[src/rtl/edge_detect_multi.sv]
// Multi-channel edge detector with per-channel mode, optional input synchroniser,
// sticky flags, aggregate interrupt and saturating event counter.
module edge_detect_multi #(
  parameter int WIDTH       = 8,
  parameter int SYNC_STAGES = 0,
  parameter int CNT_W       = 16
) (
  input  logic               clk,
  input  logic               rst_n,
  input  logic [WIDTH-1:0]   in,
  input  logic [2*WIDTH-1:0] mode,
  input  logic [WIDTH-1:0]   clr,
  input  logic               cnt_clr,
  output logic [WIDTH-1:0]   pulse,
  output logic [WIDTH-1:0]   sticky,
  output logic               irq,
  output logic [CNT_W-1:0]   evt_cnt
);

  localparam int PW = $clog2(SYNC_STAGES + 2);
  localparam logic [PW-1:0] PRIME_DONE = PW'(SYNC_STAGES + 1);
  localparam logic [CNT_W:0] CNT_MAX = {1'b0, {CNT_W{1'b1}}};

  logic [WIDTH-1:0] s;
  logic [WIDTH-1:0] prev_q, prev_d;
  logic [WIDTH-1:0] pulse_q, pulse_d;
  logic [WIDTH-1:0] sticky_q, sticky_d;
  logic             irq_q, irq_d;
  logic [CNT_W-1:0] cnt_q, cnt_d;
  logic [PW-1:0]    prime_q, prime_d;
  logic             armed;
  logic [WIDTH-1:0] rise, fall, det;
  logic [CNT_W:0]   pop, base, sum;

  generate
    if (SYNC_STAGES == 0) begin : g_nosync
      assign s = in;
    end else begin : g_sync
      logic [WIDTH-1:0] sync_q [SYNC_STAGES];
      logic [WIDTH-1:0] sync_d [SYNC_STAGES];

      always_comb begin
        sync_d[0] = in;
        for (int i = 1; i < SYNC_STAGES; i++) begin
          sync_d[i] = sync_q[i-1];
        end
      end

      always_ff @(posedge clk or negedge rst_n) begin
        if (!rst_n) begin
          for (int i = 0; i < SYNC_STAGES; i++) begin
            sync_q[i] <= '0;
          end
        end else begin
          for (int i = 0; i < SYNC_STAGES; i++) begin
            sync_q[i] <= sync_d[i];
          end
        end
      end

      assign s = sync_q[SYNC_STAGES-1];
    end
  endgenerate

  // Pulses stay gated until prev holds real post-reset samples.
  assign armed = (prime_q == PRIME_DONE);

  always_comb begin
    prime_d = armed ? prime_q : prime_q + PW'(1);
    prev_d  = s;
    rise    = s & ~prev_q;
    fall    = ~s & prev_q;
    for (int i = 0; i < WIDTH; i++) begin
      det[i] = (mode[2*i] & rise[i]) | (mode[2*i+1] & fall[i]);
    end
    pulse_d  = armed ? det : '0;
    sticky_d = (sticky_q & ~clr) | pulse_d;
    irq_d    = |sticky_d;
    pop = '0;
    for (int i = 0; i < WIDTH; i++) begin
      pop = pop + {{CNT_W{1'b0}}, pulse_d[i]};
    end
    base  = cnt_clr ? '0 : {1'b0, cnt_q};
    sum   = base + pop;
    cnt_d = (sum > CNT_MAX) ? CNT_MAX[CNT_W-1:0] : sum[CNT_W-1:0];
  end

  always_ff @(posedge clk or negedge rst_n) begin
    if (!rst_n) begin
      prime_q  <= '0;
      prev_q   <= '0;
      pulse_q  <= '0;
      sticky_q <= '0;
      irq_q    <= 1'b0;
      cnt_q    <= '0;
    end else begin
      prime_q  <= prime_d;
      prev_q   <= prev_d;
      pulse_q  <= pulse_d;
      sticky_q <= sticky_d;
      irq_q    <= irq_d;
      cnt_q    <= cnt_d;
    end
  end

  assign pulse   = pulse_q;
  assign sticky  = sticky_q;
  assign irq     = irq_q;
  assign evt_cnt = cnt_q;

endmodule

[config.mk]
export PLATFORM = sky130hd
export DESIGN_NAME = edge_detect_multi
export DESIGN_NICKNAME = d
export VERILOG_FILES = /design/src/rtl/edge_detect_multi.sv
export SDC_FILE = /design/constraint.sdc
export NUM_CORES = 1
export LEC_CHECK = 0
export ABC_AREA = 1
export BUFFER_PORTS_ARGS = -buffer_cell sky130_fd_sc_hd__buf_2
export CAP_MARGIN = 30
export CELL_PAD_IN_SITES_DETAIL_PLACEMENT = 1
export CELL_PAD_IN_SITES_GLOBAL_PLACEMENT = 2
export CORE_UTILIZATION = 26
export CTS_BUF_LIST = sky130_fd_sc_hd__clkbuf_16
export DETAILED_ROUTE_END_ITERATION = 10
export GPL_ROUTABILITY_DRIVEN = 0
export PLACE_DENSITY = 0.88
export SYNTH_ARGS = -nofsm -noshare
export SYNTH_HDL_FRONTEND = slang
export SYNTH_SLANG_ARGS = --single-unit
[constraint.sdc]
create_clock -name clk -period 3.6 [get_ports clk]
set_input_delay 0.18 -clock clk [delete_from_list [all_inputs] [get_ports clk]]
set_output_delay 0.18 -clock clk [all_outputs]
set_load 0.05 [all_outputs]
==> run metrics <==
max-cap violation count 0; most instantiated library cell after synthesis nand2_1; first-pass GRT wire length 10700 um; FF-to-FF setup slack -0.06 ns; clk slew on worst S/H paths 0.06 ns; Final TNS setup -0.787 ns; failing checks setup timing; Post-synth EDFFs 0; Fillers 1062; largest net degree at the start of global routing 38; mapped cell area 2300 um^2; Clock Tree Root clkbuf_16; fin area 3130 um^2; htree depth 2; power per standard cell area 459 nW/um^2; Synth Area per Inst 7.92 um^2; ANT nets after route 0; clk_skew 0.00646 ns; # rows 33; crit-path max FO 8; Lkg Pwr 1.83 nW; top cells by count, synth 63 x nand2_1, 61 x inv_1, 47 x nor2_1; Syn Inst Count 290; Net Count, Synth 336; Final Critical Period 3.66 ns; endpoints failing setup 16; worst-case vdd ir drop 0.000197 V; final setup margin -0.0621 ns; dominant synthesized flop cell dfrtp_1; number of port buffers 67; Sink Count 42; Cell variety after synth 28; largest cells by area after synthesis dfrtp_1 46%, nand2_1 10%, inv_1 10%, nor2_1 7.7%, fa_1 4.4%; sequential share of the synthesized area 45.8%; vias in the first global route 2303; Tot GR Track Use 15.1%; status complete, but fails checks; crit share post-route 102%; post-synth top area cell dfrtp_1; RSZ-0062 raised after global routing true; Worst Path Class, Setup reg2reg; Final Hold Viols 0; flip-flop and latch area 1050 um^2; CORE AREA 8380 um^2; diode count 0; Multi-input gate area 1030 um^2; Residual DRC 0; async set-reset flop share out of synthesis 100%; starting density of the core 27.4%; post-layout net count 427; Die ar. 9210 um^2; top-area cell type share of the netlist area 45.8%; Synth Warn # 0; post-DP HPWL 4880 um; Hold Path Class in2reg; startpoint types flop; clk buf depth 2; CTS tree yes; share of layout cells above drive strength 1 35.6%; register bit total from synthesis 42; pre-CTS WS -0.117 ns; Crit path arrival time 3.87 ns; vias per inst 4.29; gr ovfl total 0; final wirelength 6300 um; I/O pin count 68; dpl cell area 2830 um^2; initial DRC count 48; crit end category flop; die width 96.0 um; Die H 96.0 um; drt wl/cell 12.9 um; CTS buffer count 5; antenna violations before repair 0; Vias 2087; clk_lat worst skew 0.28 ns; Area growth syn-to-layout 36.2%; First-pass DRT Iterations 4; total power draw 1.44 mW; CP required 3.80 ns; Final Max Tran Viols 0; FMAX 273 MHz
## logic make-up (layout without fill, tap and decap cells)
kind of cell / after synthesis / after routing / synth area share [%]
compound gates: 15 / 15 / 3.38
xor+xnor: 3 / 3 / 1.14
fa+ha+maj: 11 / 11 / 7.63
buf+inv: 68 / 160 / 11.8
flops: 42 / 42 / 45.8
other cells: 1 / 1 / 0.163
simple gates: 150 / 150 / 30.1
## repair_timing
item | 4_1_cts | 5_1_grt
buffers inserted | 8 | 1
hold buffers | 1 | 0
resized for setup | 15 | 6
endpoints found under the setup margin | 16 | 16
endpoints found under the hold margin | 23 | 0
pin swaps | 8 | 0
## placed cells by master (no fill, tap or decap), types with 3 or more instances in the layout
cell type and instances:
a21oi_1 9, buf_2 67, buf_4 16, clkbuf_16 5, dfrtp_1 42, fa_1 3
ha_1 6, inv_1 59, inv_2 4, nand2_1 59, nand2_2 13, nand3_1 14
nand3_2 7, nor2_1 44, nor2_2 5
## worst max-delay path, stage by stage (launching register included)
cell and delay, ns:
dfrtp_1 0.37, nand2_1 0.06, nand2_1 0.07, nand2_2 0.07, nor2_2 0.05, fa_1 0.56
inv_2 0.05, fa_1 0.51, fa_1 0.43, fa_2 0.37, fa_2 0.36, inv_2 0.08
nand3_2 0.06, nand2_2 0.10, nand2_4 0.07, nor2_4 0.10, nand2_2 0.08, buf_8 0.16
o21ai_2 0.05
## flip-flops by register name, summed over array words and instances (netlist names)
register / flops
evt_cnt: 16
prev_q: 8
pulse: 8
sticky: 8
armed: 1
irq: 1
## worst paths after layout
path	startpoint	cells past startpoint	to
worst max-delay path	prev_q[0]$_DFF_PN0_	18	evt_cnt[2]$_DFF_PN0_
worst min-delay path	in[5]	1	prev_q[5]$_DFF_PN0_
worst max register to register	prev_q[0]$_DFF_PN0_	18	evt_cnt[2]$_DFF_PN0_
worst min register to register	evt_cnt[15]$_DFF_PN0_	2	evt_cnt[14]$_DFF_PN0_
max in group asynchronous	rst_n	3	prev_q[1]$_DFF_PN0_
min in group asynchronous	rst_n	2	prev_q[6]$_DFF_PN0_
## power breakdown
group / leakage (nW) / internal, mW / switching, mW
clock: 0.0698 / 0.257 / 0.186
sequential: 0.537 / 0.515 / 0.0239
combinational: 1.22 / 0.160 / 0.295
## metal layers
layer	global-route usage (%)	wire length, um	up-vias	share of wire (%)
met5	0	0	-	0
met3	1.97	219	4	3.5
met4	4.23	65	0	1.0
li1	-	-	1041	-
met2	28.5	3330	37	53
met1	17.8	2680	1005	43
## stage by stage
step                      hold slack, ns  util, %  std cells
after global routing             0.00968     37.3        487
after floorplan                   -0.116        -        290
after detailed placement          0.0286     33.8        469
after global placement             0.302     33.6        468
final                             0.0181     37.3        487
after CTS                        0.00882     36.9        486
## layout make-up
class                   instances  area share [%]
inverters                      64            7.84
clock buffers                   5            4.00
clock inverters                 3           0.680
well taps                     105            4.20
flip-flops and latches         42            33.6
multi-input cells             180            32.9
repair buffers                 88            16.7
Power figures use the tool's default switching activity.
